==> src/rtl/pipeline_hazard_ctrl.sv <==
// rtl/pipeline_hazard_ctrl.sv - stall/flush/freeze sequencer with halt-drain FSM and stall counter
module pipeline_hazard_ctrl #(
    parameter int REG_W        = 5,
    parameter int DRAIN_CYCLES = 3,
    parameter int CNT_W        = 16
) (
    input  logic             clk,
    input  logic             reset,
    input  logic [REG_W-1:0] id_rs1,
    input  logic [REG_W-1:0] id_rs2,
    input  logic             id_uses_rs1,
    input  logic             id_uses_rs2,
    input  logic             id_halt,
    input  logic             ex_memread,
    input  logic [REG_W-1:0] ex_rd,
    input  logic             ex_redirect,
    input  logic             mem_access,
    input  logic             dmem_ready,
    output logic             pc_write,
    output logic             ifid_write,
    output logic             ifid_flush,
    output logic             idex_write,
    output logic             idex_flush,
    output logic             exmem_write,
    output logic             halted,
    output logic [CNT_W-1:0] stall_cycles
);

    localparam int DC_W = (DRAIN_CYCLES > 1) ? $clog2(DRAIN_CYCLES) : 1;
    localparam logic [DC_W-1:0] DRAIN_LOAD = DC_W'(DRAIN_CYCLES - 1);

    typedef enum logic [1:0] {
        S_RUN,
        S_DRAIN,
        S_HALTED
    } state_t;

    state_t          state, state_next;
    logic [DC_W-1:0] cnt, cnt_next;
    logic            freeze, load_use, count_stall;

    assign freeze   = mem_access & ~dmem_ready;
    assign load_use = ex_memread & (ex_rd != '0) &
                      ((id_uses_rs1 & (id_rs1 == ex_rd)) | (id_uses_rs2 & (id_rs2 == ex_rd)));

    always_comb begin
        state_next  = state;
        cnt_next    = cnt;
        count_stall = 1'b0;
        pc_write    = 1'b0;
        ifid_write  = 1'b0;
        ifid_flush  = 1'b0;
        idex_write  = 1'b0;
        idex_flush  = 1'b0;
        exmem_write = 1'b0;
        if (reset) begin
            ifid_flush = 1'b1;
            idex_flush = 1'b1;
        end else begin
            case (state)
                S_RUN: begin
                    if (freeze) begin
                        count_stall = 1'b1;
                    end else if (ex_redirect) begin
                        // wrong-path ID instr: any load_use or halt it carries is squashed
                        pc_write    = 1'b1;
                        ifid_flush  = 1'b1;
                        idex_flush  = 1'b1;
                        idex_write  = 1'b1;
                        exmem_write = 1'b1;
                    end else if (load_use) begin
                        idex_flush  = 1'b1;
                        exmem_write = 1'b1;
                        count_stall = 1'b1;
                    end else if (id_halt) begin
                        ifid_write  = 1'b1;
                        ifid_flush  = 1'b1;
                        idex_write  = 1'b1;
                        exmem_write = 1'b1;
                        state_next  = S_DRAIN;
                        cnt_next    = DRAIN_LOAD;
                    end else begin
                        pc_write    = 1'b1;
                        ifid_write  = 1'b1;
                        idex_write  = 1'b1;
                        exmem_write = 1'b1;
                    end
                end
                S_DRAIN: begin
                    ifid_flush  = 1'b1;
                    idex_flush  = 1'b1;
                    idex_write  = ~freeze;
                    exmem_write = ~freeze;
                    if (freeze) begin
                        count_stall = 1'b1;
                    end else if (cnt == '0) begin
                        state_next = S_HALTED;
                    end else begin
                        cnt_next = cnt - 1'b1;
                    end
                end
                S_HALTED: begin
                end
                default: begin
                    state_next = S_RUN;
                end
            endcase
        end
    end

    always_ff @(posedge clk or posedge reset) begin
        if (reset) begin
            state        <= S_RUN;
            cnt          <= '0;
            halted       <= 1'b0;
            stall_cycles <= '0;
        end else begin
            state  <= state_next;
            cnt    <= cnt_next;
            halted <= (state_next == S_HALTED);
            if (count_stall && (stall_cycles != '1)) begin
                stall_cycles <= stall_cycles + 1'b1;
            end
        end
    end

endmodule
==> config.mk <==
export PLATFORM = sky130hd
export DESIGN_NAME = pipeline_hazard_ctrl
export DESIGN_NICKNAME = d
export VERILOG_FILES = /design/src/rtl/pipeline_hazard_ctrl.sv
export SDC_FILE = /design/constraint.sdc
export NUM_CORES = 1
export LEC_CHECK = 0
export ABC_AREA = 1
export BUFFER_PORTS_ARGS = -buffer_cell sky130_fd_sc_hd__buf_2
export CAP_MARGIN = 40
export CELL_PAD_IN_SITES_DETAIL_PLACEMENT = 1
export CELL_PAD_IN_SITES_GLOBAL_PLACEMENT = 2
export CORE_MARGIN = 2
export CORE_UTILIZATION = 27
export DETAILED_ROUTE_END_ITERATION = 16
export GPL_TIMING_DRIVEN = 1
export PLACE_DENSITY_LB_ADDON = 0.1
export SYNTH_ARGS = -nofsm -noshare
export SYNTH_HDL_FRONTEND = slang
export SYNTH_SLANG_ARGS = --single-unit
==> constraint.sdc <==
create_clock -name clk -period 2.1 [get_ports clk]
set_input_delay 0.315 -clock clk [delete_from_list [all_inputs] [get_ports clk]]
set_output_delay 0.315 -clock clk [all_outputs]
set_load 0.02 [all_outputs]
==> impl_metrics.env, run 1 <==
export IMPL_slew_viol_final=0
export IMPL_die_h_um=80.6
export IMPL_cts_tree="built"
export IMPL_die_area_um2=6500
export IMPL_postSynthAreaPerCell_um2=6.52
export IMPL_r2r_slack_ns=0.30
export IMPL_drt_wl_total_mm=4.32
export IMPL_criticalPathCategory="primary input to output pin"
export IMPL_yosysMostFrequentCell="nand2_1"
export IMPL_cts_buffers_inserted=3
export IMPL_initial_core_util_pct=28.4
export IMPL_nFillCells=759
export IMPL_synth_cell_type_count=25
export IMPL_fin_cells=367
export IMPL_drive_gt1_share_pct=21.7
export IMPL_yosysWarningCount=0
export IMPL_multiInputGateArea_um2=865
export IMPL_clockBufferDepth=2
export IMPL_num_rows=27
export IMPL_grt_max_degree=21
export IMPL_vias_per_cell=4.52
export IMPL_hold_viol_final=0
export IMPL_seq_area_um2=526
export IMPL_nets=322
export IMPL_gp_congestion=0.730
export IMPL_dpl_cell_count=362
export IMPL_synth_largest_area_cell="dfrtp_1"
export IMPL_numPortBuffers=46
export IMPL_layout_setup_ws_ns=0.134
export IMPL_r2r_start="stall_cycles[1]$_DFFE_PP0P_"
export IMPL_fin_worst_skew_ns=0.00278
export IMPL_cts_sinks=21
export IMPL_globalRouteOverflowTotal=0
export IMPL_ant_nets=0
export IMPL_synthArstFlopShare_pct=100
export IMPL_post_drt_wl_per_cell_um=11.8
export IMPL_min_period_ns=1.97
export IMPL_grt_pass1_wl_mm=7.41
export IMPL_place_area_um2=1910
export IMPL_synthesis_area_um2=1580
export IMPL_post_route_util_pct=35.3
export IMPL_hp_class="register to register"
export IMPL_coreArea_um2=5570
export IMPL_crit_required_ns=1.78
export IMPL_worst_path_max_fanout=4
export IMPL_power_mw=1.38
export IMPL_grt_pass1_vias=1611
export IMPL_design_area_um2=1970
export IMPL_synth_cells=243
export IMPL_arrival_ns=1.65
export IMPL_clkLatencyLatePin_ns=0.26
export IMPL_synthToLayoutAreaGrowth_pct=24.3
export IMPL_critPathLaunchType="primary input"
export IMPL_antenna_found_initial=0
export IMPL_drc=0
export IMPL_dp_hpwl_mm=3.40
export IMPL_tns_ns=0
export IMPL_grt_usage_pct=14.4
export IMPL_ys_ff_latch=21
export IMPL_end_kind="output pin"
export IMPL_cts_root_buffer="clkbuf_8"
export IMPL_path_clk_slew_ns=0.08
export IMPL_status="finished, final reports clean"
export IMPL_rsz0062_at_grt="false"
export IMPL_post_cts_setup_buffer_count=0
export IMPL_dieWidth_um=80.6
export IMPL_dr_first_iter_drc_count=45
export IMPL_relSlewSlack_pct=71.9
export IMPL_fin_crit_sh_pct=93.6
export IMPL_worstSetupStartpoint="reset"
export IMPL_drtPass1Iterations=4
export IMPL_yosys_top_cells_area="dfrtp_1 33%, nand2_1 19%, inv_1 8.5%, nand3_1 8.5%, xor2_1 6.6%"
export IMPL_power_density_nw_per_um2=703
export IMPL_synth_top_cell_area_share_pct=33.2
export IMPL_finalSetupViolCount=0
export IMPL_rr_worst_depth=9
export IMPL_p_leak_nw=1.16
export IMPL_vias=1658
export IMPL_max_slew_worst_pin_slew_ns=0.420
export IMPL_synthTopCellsByCount="82 x nand2_1, 36 x inv_1, 27 x nand3_1"
export IMPL_reg2reg_to="stall_cycles[8]$_DFFE_PP0P_"
export IMPL_ioPinCount=47
export IMPL_antenna_cells=0
export IMPL_max_vdd_ir_drop_mv=0.369
export IMPL_whs_ns=0.500
export IMPL_post_place_ws_ns=0.215
export IMPL_synth_edf_count=0
export IMPL_max_freq_ghz=0.509
export IMPL_ctsHtreeMaxLevel=1
export IMPL_crit_end="ifid_write"
export IMPL_max_cap_violations=0
export IMPL_syn_nets=269
export IMPL_synth_main_ff_cell="dfrtp_1"
export IMPL_yosysSeqAreaShare_pct=33.2
==> state kept, by name, summed over array words and instances (netlist names) <==
name          cells
stall_cycles     16
cnt               2
state             2
halted            1
==> cell families after synthesis <==
family,share of synthesized area (%)
buffers and inverters,12.4
AND/OR/NAND/NOR,41.4
XOR/XNOR,7.74
adder cells (fa/ha/maj),1.58
AO/OA/AOI/OAI,3.71
flip-flops,33.2
==> per-layer routing <==
layer / GRT usage, % / vias to the layer above / wire [µm]
li1: - / 859 / -
met1: 20.3 / 773 / 2160
met2: 23.1 / 24 / 1960
met3: 3.15 / 2 / 179
met4: 1.53 / 0 / 18
met5: 0 / - / 0
==> how the worst min path moves through the flow <==
stage                             startpoint                 end  depth (start not counted)
final                     cnt[0]$_DFFE_PP0P_  cnt[0]$_DFFE_PP0P_                          2
after global routing                   reset  state[0]$_DFF_PP0_                          3
after CTS                 cnt[0]$_DFFE_PP0P_  cnt[0]$_DFFE_PP0P_                          2
after detailed placement               reset  state[0]$_DFF_PP0_                          2
after global placement                 reset  state[0]$_DFF_PP0_                          2
after floorplan                        reset  cnt[0]$_DFFE_PP0P_                          1
==> final cells by class <==
class                   instances  share of cell area [%]
multi-input cells             177                    43.9
well taps                      72                    4.57
flip-flops and latches         21                    26.7
clock buffers                   4                    2.29
repair buffers                 52                    14.7
inverters                      41                    7.81
==> power by group <==
part	internal, mW	leakage (nW)	switching (mW)	total [mW]
sequential	0.476	0.283	0.0747	0.551
clock	0.135	0.0228	0.133	0.269
combinational	0.190	0.856	0.374	0.564
total	0.802	1.16	0.582	1.38
==> what timing repair did <==
item,CTS,global route
hold endpoints to repair,2,0
resized for setup,0,1
setup endpoints to repair,0,2
hold buffers,1,0
==> cells in the final DEF, fill, tap and decap left out, types with 2 or more instances in the layout <==
| cell type | n |
|---|---|
| nand2_1 | 82 |
| buf_2 | 46 |
| inv_1 | 36 |
| nand3_1 | 27 |
| dfrtp_1 | 21 |
| nor2_1 | 20 |
| xor2_1 | 12 |
| nor3_1 | 9 |
| inv_2 | 5 |
| o21ai_0 | 5 |
| nand4_1 | 4 |
| buf_4 | 4 |
| a21oi_1 | 3 |
| clkbuf_8 | 3 |
| nand2_2 | 2 |
| xnor2_1 | 2 |
| ha_1 | 2 |
==> critical path, stage by stage <==
cell and delay, ns:
dlygate4sd3_1 0.53, buf_2 0.15, nor2_2 0.16, inv_1 0.09
nor4_1 0.21, buf_2 0.20
Power figures use the tool's default switching activity.
==> run 2, diff against run 1 <==
Settings changed: ABC_AREA 1 to unset, CORE_UTILIZATION 27 to 29.
==> impl_metrics.env, run 2 <==
export IMPL_drc=0
export IMPL_ctsHtreeMaxLevel=1
export IMPL_layout_commonest_cell="buf_2"
export IMPL_grt_max_degree=25
export IMPL_synth_simple_gate_area_share_pct=26.6
export IMPL_postSynthAreaPerCell_um2=9.92
export IMPL_largest_registers="stall_cycles x16, cnt x2, state x2"
export IMPL_cts_buffers_inserted=3
export IMPL_antenna_found_initial=0
export IMPL_path_buf_inv=3
export IMPL_arrival_ns=1.72
export IMPL_ys_ff_latch=21
export IMPL_crit_path_top_delay_cell="or4_4"
export IMPL_r2r_start="stall_cycles[5]$_DFFE_PP0P_"
export IMPL_cp_num_cells=8
export IMPL_finalSetupViolCount=0
export IMPL_yosysMostFrequentCell="dfrtp_1"
export IMPL_reg2reg_to="stall_cycles[14]$_DFFE_PP0P_"
export IMPL_max_freq_ghz=0.491
export IMPL_power_frac_clock_pct=18.1
export IMPL_synthMuxAreaShare_pct=2.85
export IMPL_die_area_um2=5100
export IMPL_drt_wl_total_mm=3.34
export IMPL_nets=216
export IMPL_largest_reg_flops=16
export IMPL_die_h_um=71.4
export IMPL_synthesis_area_um2=1320
export IMPL_worstSetupStartpoint="ex_rd[4]"
export IMPL_hp_class="primary input to async pin"
export IMPL_max_slew_worst_pin_slew_ns=0.387
export IMPL_dr_first_iter_drc_count=35
export IMPL_r2r_slack_ns=0.22
export IMPL_yosysSeqAreaShare_pct=39.8
export IMPL_hold_viol_final=0
export IMPL_synth_largest_area_cell="dfrtp_1"
export IMPL_critPathTopFamily="simple AND/OR/NAND/NOR gates"
export IMPL_clkLatencyLatePin_ns=0.26
export IMPL_cts_tree="built"
export IMPL_power_density_nw_per_um2=843
export IMPL_worst_path_max_fanout=5
export IMPL_cts_sinks=21
export IMPL_numPortBuffers=46
export IMPL_min_period_ns=2.04
export IMPL_most_common_layout_cells="44 x buf_2, 21 x dfrtp_1, 13 x xor2_1, 12 x nand2_1, 12 x xnor2_1"
export IMPL_synthTopCellsByCount="21 x dfrtp_1, 13 x nand2_1, 13 x xor2_1"
export IMPL_dp_hpwl_mm=2.64
export IMPL_cts_root_buffer="clkbuf_8"
export IMPL_rr_worst_depth=7
export IMPL_grt_pass1_wl_mm=5.54
export IMPL_gp_congestion=0.813
export IMPL_end_kind="output pin"
export IMPL_syn_nets=159
export IMPL_slew_viol_final=0
export IMPL_post_route_util_pct=39.9
export IMPL_synth_edf_count=0
export IMPL_drive_gt1_share_pct=40.7
export IMPL_criticalPathCategory="primary input to output pin"
export IMPL_max_stage_delay_ns=0.52
export IMPL_synth_cell_type_count=36
export IMPL_crit_required_ns=1.78
export IMPL_combinationalPowerShare_pct=40.5
export IMPL_synth_main_ff_cell="dfrtp_1"
export IMPL_globalRouteOverflowTotal=0
export IMPL_critPathLaunchType="primary input"
export IMPL_antenna_cells=0
export IMPL_internal_power_uw=878
export IMPL_synthArstFlopShare_pct=100
export IMPL_path_clk_slew_ns=0.08
export IMPL_max_vdd_ir_drop_mv=0.406
export IMPL_synth_top_family_by_area="simple AND/OR/NAND/NOR gates"
export IMPL_synth_cells=133
export IMPL_path_cells="buf_8 -> or4_4 -> o21ai_2 -> inv_2 -> nand2_2 -> a21oi_2 -> o31ai_1 -> buf_2"
export IMPL_p_sw_uw=586
export IMPL_synthToLayoutAreaGrowth_pct=31.8
export IMPL_relSlewSlack_pct=74.0
export IMPL_fin_crit_sh_pct=97.0
export IMPL_post_drt_wl_per_cell_um=13.9
export IMPL_synth_top_cell_area_share_pct=39.8
export IMPL_yosysWarningCount=0
export IMPL_whs_ns=0.150
export IMPL_vias=1185
export IMPL_yosys_top_cells_area="dfrtp_1 40%, xor2_1 8.6%, xnor2_1 8.0%, nor4_2 5.7%, nand2_1 3.7%"
export IMPL_status="finished, final reports clean"
export IMPL_clockBufferDepth=2
export IMPL_max_cap_violations=0
export IMPL_cts_hold_buf=0
export IMPL_coreArea_um2=4350
export IMPL_initial_core_util_pct=30.3
export IMPL_drtPass1Iterations=2
export IMPL_dieWidth_um=71.4
export IMPL_grt_usage_pct=13.4
export IMPL_synth_compound_area_share_pct=9.01
export IMPL_p_sw_share_pct=40.0
export IMPL_seq_power_share_pct=41.4
export IMPL_grt_pass1_vias=1200
export IMPL_num_rows=24
export IMPL_ant_nets=0
export IMPL_synth_xor_area_share_pct=16.6
export IMPL_regMostFlops="stall_cycles"
export IMPL_vias_per_cell=4.92
export IMPL_fin_worst_skew_ns=0.00511
export IMPL_ioPinCount=47
export IMPL_p_leak_nw=0.844
export IMPL_rsz0062_at_grt="true"
export IMPL_synth_adder_area_share_pct=1.90
## run 2: changes by cell type after synthesis, sizes merged, moves of 2 or more
cell,before,now
buf,4,2
nand3,27,5
xnor2,2,12
nor2,21,9
nor3,10,4
nor2b,0,4
o21ai,6,4
mux2,0,3
nor4,1,10
a31oi,1,3
inv,41,7
nand2,85,13
## run 2: final cells by class
class,count,area (µm²)
flip-flops and latches,21,526
fillers,525,2620
well taps,52,65.1
repair buffers,54,307
inverters,7,26.3
multi-input cells,103,769
clock buffers,4,45.0
## run 2: metrics by stage
| stage | area (µm²) | std cells | worst slack [ns] | setup TNS [ns] | power (mW) |
|---|---|---|---|---|---|
| after floorplan | 1320 | 133 | 0.0138 | 0 | 0.988 |
| after global placement | 1650 | 236 | 0.0351 | 0 | 1.19 |
| after detailed placement | 1650 | 236 | 0.0229 | 0 | 1.21 |
| after CTS | 1700 | 240 | 0.00852 | 0 | 1.48 |
| after global routing | 1740 | 241 | -0.0219 | -0.0289 | 1.57 |
| final | 1740 | 241 | 0.0629 | 0 | 1.46 |
## run 2: what timing repair did
action | in CTS | in global routing
setup buffers | 0 | 1
gates resized for setup | 0 | 10
setup endpoints to repair | 0 | 4
## run 2: kinds of logic (layout without fill, tap and decap cells)
| family | after synthesis | count (layout) |
|---|---|---|
| and+or+nand+nor | 58 | 58 |
| xor gates and xnor gates | 25 | 25 |
| DFF | 21 | 21 |
| AOI/OAI and AO/OA | 15 | 15 |
| buffers and inverters | 9 | 65 |
| muxes | 3 | 3 |
| adders and majority gates | 2 | 2 |
## run 2: how the worst max path moves through the flow
stage / end / slack, ns
finish: ifid_flush / 0.06
global route: ifid_flush / -0.02
CTS: ifid_flush / 0.009
detailed placement: ifid_flush / 0.02
global placement: ifid_flush / 0.04
floorplan: ifid_flush / 0.01
## run 2: metal layers
metal / global-route usage, % / share of wire (%)
met1: 17.2 / 44
met2: 22.6 / 51
met3: 2.95 / 4.2
met4: 3.77 / 0.45
met5: 0 / 0
## run 2: power by group through the flow
stage / Sequential, mW / Clock [mW] / Combinational [mW]
finish: 0.607 / 0.265 / 0.593
global route: 0.626 / 0.295 / 0.654
CTS: 0.608 / 0.278 / 0.593
detailed placement: 0.614 / 0 / 0.591
global placement: 0.609 / 0 / 0.580
floorplan: 0.646 / 0 / 0.342
## run 2: worst reg2reg max path, cell delays in order, from the launching register on
cell and delay [ns]:
dfrtp_1 0.44, nand4_1 0.21, nor2_1 0.22, nand2_1 0.11
o21ai_1 0.24, buf_4 0.27, nor4_1 0.10, xor2_1 0.16
==> run 3, diff against run 2 <==
Settings changed: CORE_MARGIN 2 to unset, TNS_END_PERCENT set to 20.
==> impl_metrics.env, run 3 (synthesized netlist as in run 2, its figures left out) <==
export IMPL_synthToLayoutAreaGrowth_pct=31.1
export IMPL_gp_congestion=0.782
export IMPL_clkLatencyLatePin_ns=0.26
export IMPL_clockBufferDepth=2
export IMPL_crit_required_ns=1.78
export IMPL_cts_hold_buf=0
export IMPL_max_slew_worst_pin_slew_ns=0.372
export IMPL_drive_gt1_share_pct=41.3
export IMPL_worst_path_max_fanout=4
export IMPL_hold_viol_final=0
export IMPL_num_rows=24
export IMPL_arrival_ns=1.71
export IMPL_vias=1186
export IMPL_grt_usage_pct=14.8
export IMPL_largest_reg_flops=16
export IMPL_antenna_cells=0
export IMPL_die_area_um2=4820
export IMPL_max_vdd_ir_drop_mv=0.402
export IMPL_fin_worst_skew_ns=0.00264
export IMPL_r2r_slack_ns=0.20
export IMPL_dr_first_iter_drc_count=19
export IMPL_post_drt_wl_per_cell_um=13.9
export IMPL_tns_ns=0
export IMPL_relSlewSlack_pct=75.0
export IMPL_nets=216
export IMPL_criticalPathCategory="primary input to output pin"
export IMPL_min_period_ns=2.03
export IMPL_end_kind="output pin"
export IMPL_reg2reg_to="stall_cycles[14]$_DFFE_PP0P_"
export IMPL_grt_max_degree=25
export IMPL_cts_root_buffer="clkbuf_8"
export IMPL_layout_setup_ws_ns=0.0709
export IMPL_critPathLaunchType="primary input"
export IMPL_ant_nets=0
export IMPL_regMostFlops="stall_cycles"
export IMPL_rsz0062_at_grt="false"
export IMPL_fin_crit_sh_pct=96.6
export IMPL_cts_buffers_inserted=3
export IMPL_dieWidth_um=69.4
export IMPL_globalRouteOverflowTotal=0
export IMPL_drc=0
export IMPL_r2r_start="stall_cycles[5]$_DFFE_PP0P_"
export IMPL_drtPass1Iterations=4
export IMPL_coreArea_um2=4350
export IMPL_slew_viol_final=0
export IMPL_power_density_nw_per_um2=855
export IMPL_post_place_ws_ns=0.0129
export IMPL_status="finished, final reports clean"
export IMPL_finalSetupViolCount=0
export IMPL_cts_sinks=21
export IMPL_antenna_found_initial=0
export IMPL_cts_tree="built"
export IMPL_ctsHtreeMaxLevel=1
export IMPL_rr_worst_depth=7
export IMPL_grt_pass1_vias=1222
export IMPL_layout_commonest_cell="buf_2"
export IMPL_drt_wl_total_mm=3.35
export IMPL_hp_class="primary input to async pin"
export IMPL_ioPinCount=47
export IMPL_max_cap_violations=0
export IMPL_nFillCells=514
export IMPL_die_h_um=69.4
export IMPL_vias_per_cell=4.92
export IMPL_grt_pass1_wl_mm=5.75
export IMPL_numPortBuffers=46
export IMPL_dp_hpwl_mm=2.66
export IMPL_path_clk_slew_ns=0.08
export IMPL_max_freq_ghz=0.493
export IMPL_most_common_layout_cells="45 x buf_2, 21 x dfrtp_1, 13 x xor2_1, 12 x nand2_1, 12 x xnor2_1"
export IMPL_whs_ns=0.146
export IMPL_initial_core_util_pct=30.3
export IMPL_p_leak_nw=0.840
export IMPL_largest_registers="stall_cycles x16, cnt x2, state x2"
-- run 3: cell counts in the layout (fill, tap and decap cells not counted) --
Identical to the previous run, type by type.
-- run 3: repair_timing --
item,in CTS,in global routing
endpoints found under the setup margin,1,3
gates resized for setup,4,3
pin swaps,3,3
buffers inserted,1,0
-- run 3: through the flow --
step | total power [mW] | instances | area, µm² | utilization, %
after floorplan | 0.988 | 133 | 1320 | -
after global placement | 1.19 | 236 | 1650 | 37.9
final | 1.48 | 241 | 1730 | 39.7
after detailed placement | 1.21 | 236 | 1650 | 37.9
after CTS | 1.49 | 241 | 1720 | 39.4
after global routing | 1.58 | 241 | 1730 | 39.7
-- run 3: worst max path at each step --
stage / slack [ns] / startpoint / endpoint
floorplan: 0.01 / ex_rd[1] / ifid_flush
global placement: 0.04 / ex_rd[1] / ifid_flush
detailed placement: 0.01 / ex_rd[1] / ifid_flush
CTS: 0.006 / ex_rd[4] / ifid_flush
global route: 0.007 / ex_rd[1] / ifid_flush
finish: 0.07 / ex_rd[1] / ifid_flush
-- run 3: routing by layer --
metal	vias to the layer above	GRT usage, %	wire length, µm
li1	577	-	-
met1	569	18.7	1520
met2	35	25.2	1650
met3	5	2.76	145
met4	0	4.76	39
met5	-	0	0
-- run 3: power breakdown --
part	leakage, nW	switching [mW]	total (mW)	internal (mW)
sequential	0.268	0.116	0.606	0.490
clock	0.0228	0.132	0.268	0.135
combinational	0.549	0.351	0.604	0.253
-- run 3: critical path, stage by stage --
cell and delay, ns:
buf_2 0.12, or4_4 0.53, o21ai_2 0.13, inv_2 0.06, nand2_2 0.08, a21oi_2 0.05, o31ai_1 0.21, buf_2 0.21
-- run 3: layout make-up --
class	count	area [µm²]	share of cell area (%)
Inverter	7	26.3	1.52
Multi-Input combinational cell	103	774	44.8
Sequential cell	21	526	30.4
Timing Repair Buffer	54	293	16.9
Tap cell	52	65.1	3.76
Clock buffer	4	45.0	2.60
